===== src/rtl/vecvec_mac.sv =====
`default_nettype none
// ============================================================================
// Module      : vecvec_mac
// Description : Multi-cycle signed fixed-point dot-product engine.
//               Operands are latched on a start handshake, then LANES
//               element products are accumulated per clock at full precision.
//               The final sum is rescaled by BIN_POS and either saturated or
//               wrapped to DATA_WIDTH. Overflow is reported explicitly.
// Ports       : clk      - clock, rising edge
//               rst      - synchronous reset, active-high
//               start    - request, sampled only while ready=1
//               ready    - engine can accept start
//               complete - dot/overflow valid
//               vec_a    - element i at [i*DATA_WIDTH +: DATA_WIDTH]
//               vec_b    - same packing as vec_a
//               dot      - scaled result
//               overflow - result exceeded the DATA_WIDTH range
// Revision    : 1.0 - initial release
// ============================================================================
module vecvec_mac #(
    parameter int DATA_WIDTH  = 16,
    parameter int BIN_POS     = 8,
    parameter int VECTOR_SIZE = 4,
    parameter int LANES       = 2,
    parameter int SATURATE    = 1
) (
    input  logic                              clk,
    input  logic                              rst,
    input  logic                              start,
    output logic                              ready,
    output logic                              complete,
    input  logic [VECTOR_SIZE*DATA_WIDTH-1:0] vec_a,
    input  logic [VECTOR_SIZE*DATA_WIDTH-1:0] vec_b,
    output logic [DATA_WIDTH-1:0]             dot,
    output logic                              overflow
);

    localparam int C_ACC_W  = 2*DATA_WIDTH + $clog2(VECTOR_SIZE) + 1;
    localparam int C_PRD_W  = 2*DATA_WIDTH;
    localparam int C_VEC_W  = VECTOR_SIZE*DATA_WIDTH;
    localparam int C_LANE_W = LANES*DATA_WIDTH;
    // idx must be able to hold the first value past the end of the vector
    localparam int C_IDX_W  = $clog2(VECTOR_SIZE + LANES + 1);

    typedef enum logic [1:0] {
        ST_IDLE = 2'd0,
        ST_RUN  = 2'd1,
        ST_DONE = 2'd2
    } state_t;

    state_t                      r_state;
    state_t                      w_state_nxt;
    logic [C_VEC_W-1:0]          r_a;
    logic [C_VEC_W-1:0]          r_b;
    logic [C_VEC_W-1:0]          w_a_nxt;
    logic [C_VEC_W-1:0]          w_b_nxt;
    logic signed [C_ACC_W-1:0]   r_acc;
    logic signed [C_ACC_W-1:0]   w_lane_sum;
    logic signed [C_ACC_W-1:0]   w_final;
    logic signed [C_ACC_W-1:0]   w_shift;
    logic signed [C_PRD_W-1:0]   w_prod [LANES];
    logic [C_IDX_W-1:0]          r_idx;
    logic                        w_last;
    logic                        w_ovf;
    logic [DATA_WIDTH-1:0]       w_dot_nxt;

    // The latched operands are consumed from the bottom: after every RUN
    // cycle they shift down by one lane group, so lane j always reads slot j.
    // Zero fill from the top makes lanes past the vector end contribute 0.
    if (LANES < VECTOR_SIZE) begin : g_shift
        assign w_a_nxt = {{C_LANE_W{1'b0}}, r_a[C_VEC_W-1:C_LANE_W]};
        assign w_b_nxt = {{C_LANE_W{1'b0}}, r_b[C_VEC_W-1:C_LANE_W]};
    end else begin : g_no_shift
        assign w_a_nxt = '0;
        assign w_b_nxt = '0;
    end

    // Operands are sign-extended to the product width first so the multiply
    // yields the exact full-precision signed product.
    for (genvar j = 0; j < LANES; j++) begin : g_lane
        logic signed [C_PRD_W-1:0] w_ext_a;
        logic signed [C_PRD_W-1:0] w_ext_b;
        assign w_ext_a = {{DATA_WIDTH{r_a[j*DATA_WIDTH+DATA_WIDTH-1]}},
                          r_a[j*DATA_WIDTH +: DATA_WIDTH]};
        assign w_ext_b = {{DATA_WIDTH{r_b[j*DATA_WIDTH+DATA_WIDTH-1]}},
                          r_b[j*DATA_WIDTH +: DATA_WIDTH]};
        assign w_prod[j] = w_ext_a * w_ext_b;
    end

    always_comb begin
        w_lane_sum = '0;
        for (int j = 0; j < LANES; j++) begin
            w_lane_sum = w_lane_sum +
                {{(C_ACC_W-C_PRD_W){w_prod[j][C_PRD_W-1]}}, w_prod[j]};
        end
    end

    assign w_final = r_acc + w_lane_sum;
    assign w_shift = w_final >>> BIN_POS;
    assign w_last  = (r_idx + C_IDX_W'(LANES)) >= C_IDX_W'(VECTOR_SIZE);

    // In range only when every bit from the result sign bit upward agrees.
    assign w_ovf = !((&w_shift[C_ACC_W-1:DATA_WIDTH-1]) ||
                     !(|w_shift[C_ACC_W-1:DATA_WIDTH-1]));

    always_comb begin
        w_dot_nxt = w_shift[DATA_WIDTH-1:0];
        if (w_ovf && (SATURATE != 0)) begin
            w_dot_nxt = w_shift[C_ACC_W-1] ? {1'b1, {(DATA_WIDTH-1){1'b0}}}
                                           : {1'b0, {(DATA_WIDTH-1){1'b1}}};
        end
    end

    always_ff @(posedge clk) begin
        if (rst) begin
            r_state <= ST_IDLE;
        end else begin
            r_state <= w_state_nxt;
        end
    end

    always_comb begin
        w_state_nxt = r_state;
        case (r_state)
            ST_IDLE, ST_DONE: begin
                if (start) begin
                    w_state_nxt = ST_RUN;
                end
            end
            ST_RUN: begin
                if (w_last) begin
                    w_state_nxt = ST_DONE;
                end
            end
            default: w_state_nxt = ST_IDLE;
        endcase
    end

    // Handshake outputs come straight from the state register.
    assign ready    = (r_state != ST_RUN);
    assign complete = (r_state == ST_DONE);

    always_ff @(posedge clk) begin
        if (rst) begin
            r_a      <= '0;
            r_b      <= '0;
            r_acc    <= '0;
            r_idx    <= '0;
            dot      <= '0;
            overflow <= 1'b0;
        end else if (r_state == ST_RUN) begin
            r_a   <= w_a_nxt;
            r_b   <= w_b_nxt;
            r_acc <= w_final;
            r_idx <= r_idx + C_IDX_W'(LANES);
            if (w_last) begin
                dot      <= w_dot_nxt;
                overflow <= w_ovf;
            end
        end else if (start) begin
            r_a   <= vec_a;
            r_b   <= vec_b;
            r_acc <= '0;
            r_idx <= '0;
        end
    end

endmodule
`default_nettype wire

===== config.mk =====
export PLATFORM = sky130hd
export DESIGN_NAME = vecvec_mac
export DESIGN_NICKNAME = d
export VERILOG_FILES = /design/src/rtl/vecvec_mac.sv
export SDC_FILE = /design/constraint.sdc
export NUM_CORES = 2
export LEC_CHECK = 0
export ABC_AREA = 1
export CAP_MARGIN = 20
export CORE_MARGIN = 10
export CORE_UTILIZATION = 25
export DETAILED_ROUTE_END_ITERATION = 7
export DONT_BUFFER_PORTS = 1
export PLACE_DENSITY = 0.39
export REMOVE_ABC_BUFFERS = 1
export SLEW_MARGIN = 0
export SYNTH_ARGS = -nofsm -noshare
export SYNTH_HDL_FRONTEND = slang
export SYNTH_SLANG_ARGS = --single-unit

===== constraint.sdc =====
create_clock -name clk -period 7.9 [get_ports clk]
set_clock_uncertainty 0.15 [all_clocks]
set_input_delay 2.37 -clock clk [delete_from_list [all_inputs] [get_ports clk]]
set_output_delay 2.37 -clock clk [all_outputs]
set_load 0.05 [all_outputs]

==> flow_summary.yaml <==
place:
  globalplace.congestion: 0.844
  preCtsSetupSlack_ps: -117
  dpl-instance-area_um2: 33700
  detailed_placer_s_ending_hpwl_mm: 83.0
  io_buffers: 0
critical_path:
  timing.critical_path.required_ps: 8230
  cell_with_the_largest_stage_delay_on_the_worst_path: "sky130_fd_sc_hd__fa_1"
  timing.setup.critical_path_class: "register to register"
  timing.reg2reg.setup_slack_ps: 330
  worst_r2r_startpoint: "r_a[15]$_SDFFE_PP0P_"
  r2r_end: "dot[3]$_SDFFE_PP0P_"
  max_stage_delay_ps: 570
  worstSetupEndpointType: "register"
  r2r_cells: 34
  path_max_fanout: 14
  worstSetupStartpointType: "register"
  worst_setup_path_startpoint: "r_a[15]$_SDFFE_PP0P_"
  setup.worst_path.end: "dot[3]$_SDFFE_PP0P_"
  cp_data_arrival_time_ps: 7900
clock_tree:
  cts_max_level: 4
  cts_num_sinks: 184
  tritoncts: "yes"
  cts.root.buffer_cell: "sky130_fd_sc_hd__clkbuf_16"
  clock_insertion_delay_worst_skew_ps: 550
  worst_setup_hold_path_clk_slew_ps: 80
  cts-root-to-sink-buffers: 2
  cts_inserted_buffers: 17
  postCtsHoldBufs: 0
global_routing:
  initial_antenna_violation_count: 1
  groute.usage.overall_pct: 14.9
  globalRoute.totalOverflow: 0
  grt_first_pass_wirelength_mm: 153
  grt_pass1_vias: 24775
  pin_count_of_the_biggest_net_entering_global_routing: 147
worst_hold_path:
  worstHoldPathCells: 2
  holdCritPathClass: "register to register"
synthesis:
  ys_seq_area_share_pct: 12.1
  largest_family_of_logic_cells_by_synthesized_area: "adder cells"
  yosys_register_bits: 184
  syn_inst: 3857
  synth.mux.area_fraction_pct: 0
  synthSimpleGateAreaFrac_pct: 16.0
  ys_types: 37
  syn_avg_cell_area_um2: 7.88
  ys.warnings.count: 0
  synth_fa_ha_area_share_pct: 49.4
  synthesized_area_fraction_occupied_by_ao_oa_aoi_and_oai_cells_pct: 5.43
  synthXorXnorAreaFrac_pct: 0.692
  netlist_area_um2: 30400
routing:
  drtPass1Iterations: 7
  drt.antenna.violating_nets: 0
  drc: 0
  vias_per_cell: 4.14
  drt_first_iter_violations: 1103
  num_vias: 22878
  wl_per_cell_um: 17.8
  routed_wl_mm: 98.1
die:
  floorplan.initialDensity_pct: 25.3
  fp-row-count: 127
  floorplan.die.width_um: 369
  floorplan_core_area_um2: 120000
  design.portCount: 150
  die-height_um: 369
  dieArea_um2: 136000
timing:
  slew_headroom_pct: 32.8
  postLayoutSetupSlackWorst_ps: 328
  setup_violations: 0
  report.final.hold_viol_count: 0
  timing.final.crit_share_pct: 95.8
  max_clock_freq_mhz: 132
  count_of_final_max_slew_check_failures: 0
  final_period_minus_worst_setup_slack_ps: 7570
  tightestPinTransition_ps: 1000
job:
  cap_violations: 0
run_status:
  outcome: "complete, no violations"
final_layout:
  layout_cell_area_excl_fill_um2: 34900
  antenna_cells: 0
  filler_cell_count: 13163
  final_layout_size_suffix_gt1_share_pct: 11.0
  area_growth_syn_to_layout_pct: 14.8
  finish.net_count: 4835
-- cells by family (layout without fill, tap and decap cells) --
family	after synthesis	count (layout)
AO/OA/AOI/OAI	302	302
XOR/XNOR	24	24
adder cells (fa/ha/maj)	803	803
buffers and inverters	1322	1377
flip-flops	184	184
AND/OR/NAND/NOR	1222	1223
-- flip-flops by register name (all words and copies together), names as in the netlist --
register  cells
overflow      1
r_idx         2
r_state       2
r_acc        35
r_a          64
r_b          64
dot          16
-- metal layers --
layer / global-route usage, % / wire length [µm] / part of all wire (%) / vias up
met5: 0 / 0 / 0 / -
met1: 18.8 / 42900 / 44 / 11580
met2: 26.1 / 50300 / 51 / 241
li1: - / - / - / 10973
met4: 4.73 / 2680 / 2.7 / 0
met3: 1.89 / 2310 / 2.4 / 84
-- placed cells by master (no fill, tap or decap), drive strengths merged --
| cell | synthesis | final |
|---|---|---|
| nand3 | 43 | 43 |
| dfxtp | 184 | 184 |
| and2 | 2 | 2 |
| nand2 | 1057 | 1058 |
| clkinv | 1 | 4 |
| clkinvlp | 0 | 2 |
| nand3b | 5 | 5 |
| nand4 | 6 | 6 |
| bufinv | 0 | 1 |
| clkbuf | 194 | 19 |
| xnor2 | 13 | 13 |
| nor2 | 103 | 103 |
| a21o | 1 | 1 |
| and3 | 1 | 1 |
| nor3 | 5 | 5 |
| a211oi | 7 | 7 |
| buf | 4 | 222 |
| inv | 1123 | 1129 |
| ha | 142 | 142 |
| o21bai | 2 | 2 |
| o21ai | 88 | 88 |
| a21oi | 146 | 146 |
| a31oi | 57 | 57 |
| o22ai | 1 | 1 |
| fa | 661 | 661 |
| xor2 | 11 | 11 |
-- worst max-delay path: cells and delay by family (launching register included) --
| family | cells | cell delay, ps |
|---|---|---|
| AND/OR/NAND/NOR | 14 | 1440 |
| AO/OA/AOI/OAI | 1 | 130 |
| flip-flops | 1 | 380 |
| buffers and inverters | 10 | 1020 |
| adder cells (fa/ha/maj) | 9 | 4360 |
-- cell type report --
cell class	instances	area, µm²	area share [%]
inverters	1124	4230	12.1
clock inverters	12	139	0.398
clock buffers	19	443	1.27
well taps	1612	2020	5.78
multi-input cells	2352	22200	63.5
repair buffers	222	2180	6.24
flip-flops and latches	184	3740	10.7
-- synth_stat cells, drive strengths merged --
cell type / n / area [µm²]
buf: 4 / 38.8
nand2: 1057 / 4020
inv: 1123 / 4220
xnor2: 13 / 114
ha: 142 / 1780
nand3b: 5 / 50.1
and2: 2 / 16.3
clkbuf: 194 / 728
nand3: 43 / 250
and3: 1 / 6.26
o21bai: 2 / 15.0
nor2: 103 / 440
o21ai: 88 / 440
clkinv: 1 / 3.75
a211oi: 7 / 52.6
dfxtp: 184 / 3680
nor3: 5 / 35.0
a21oi: 146 / 772
a31oi: 57 / 357
a21o: 1 / 7.51
o22ai: 1 / 6.26
nand4: 6 / 37.5
fa: 661 / 13200
xor2: 11 / 96.3
-- what timing repair did --
action                     4_1_cts  5_1_grt
pin swaps                        1       41
gates cloned                     0        1
gates resized for setup          4      152
setup endpoints to repair       15       16
buffers inserted                 1        7
-- through the flow --
step / cells / util, % / TNS, ps / hold WS (ps)
after floorplan: 3659 / - / 0 / 284
after global placement: 5486 / 28.0 / -1570 / 297
after detailed placement: 5486 / 28.0 / -1310 / 299
after CTS: 5518 / 28.5 / 0 / 311
after global routing: 5525 / 29.0 / -30.7 / 325
final: 5525 / 29.0 / 0 / 312
-- how the worst min path moves through the flow --
| stage | from | endpoint | slack [ps] |
|---|---|---|---|
| floorplan | r_a[46]$_SDFFE_PP0P_ | r_a[14]$_SDFFE_PP0P_ | 280 |
| global placement | r_b[41]$_SDFFE_PP0P_ | r_b[41]$_SDFFE_PP0P_ | 300 |
| detailed placement | r_a[59]$_SDFFE_PP0P_ | r_a[59]$_SDFFE_PP0P_ | 300 |
| CTS | r_a[59]$_SDFFE_PP0P_ | r_a[59]$_SDFFE_PP0P_ | 310 |
| global route | r_b[61]$_SDFFE_PP0P_ | r_b[61]$_SDFFE_PP0P_ | 330 |
| finish | r_a[36]$_SDFFE_PP0P_ | r_a[36]$_SDFFE_PP0P_ | 310 |
Power is not shown: default switching activity piles up to over one toggle a cycle in this logic, so the estimate is an artifact.
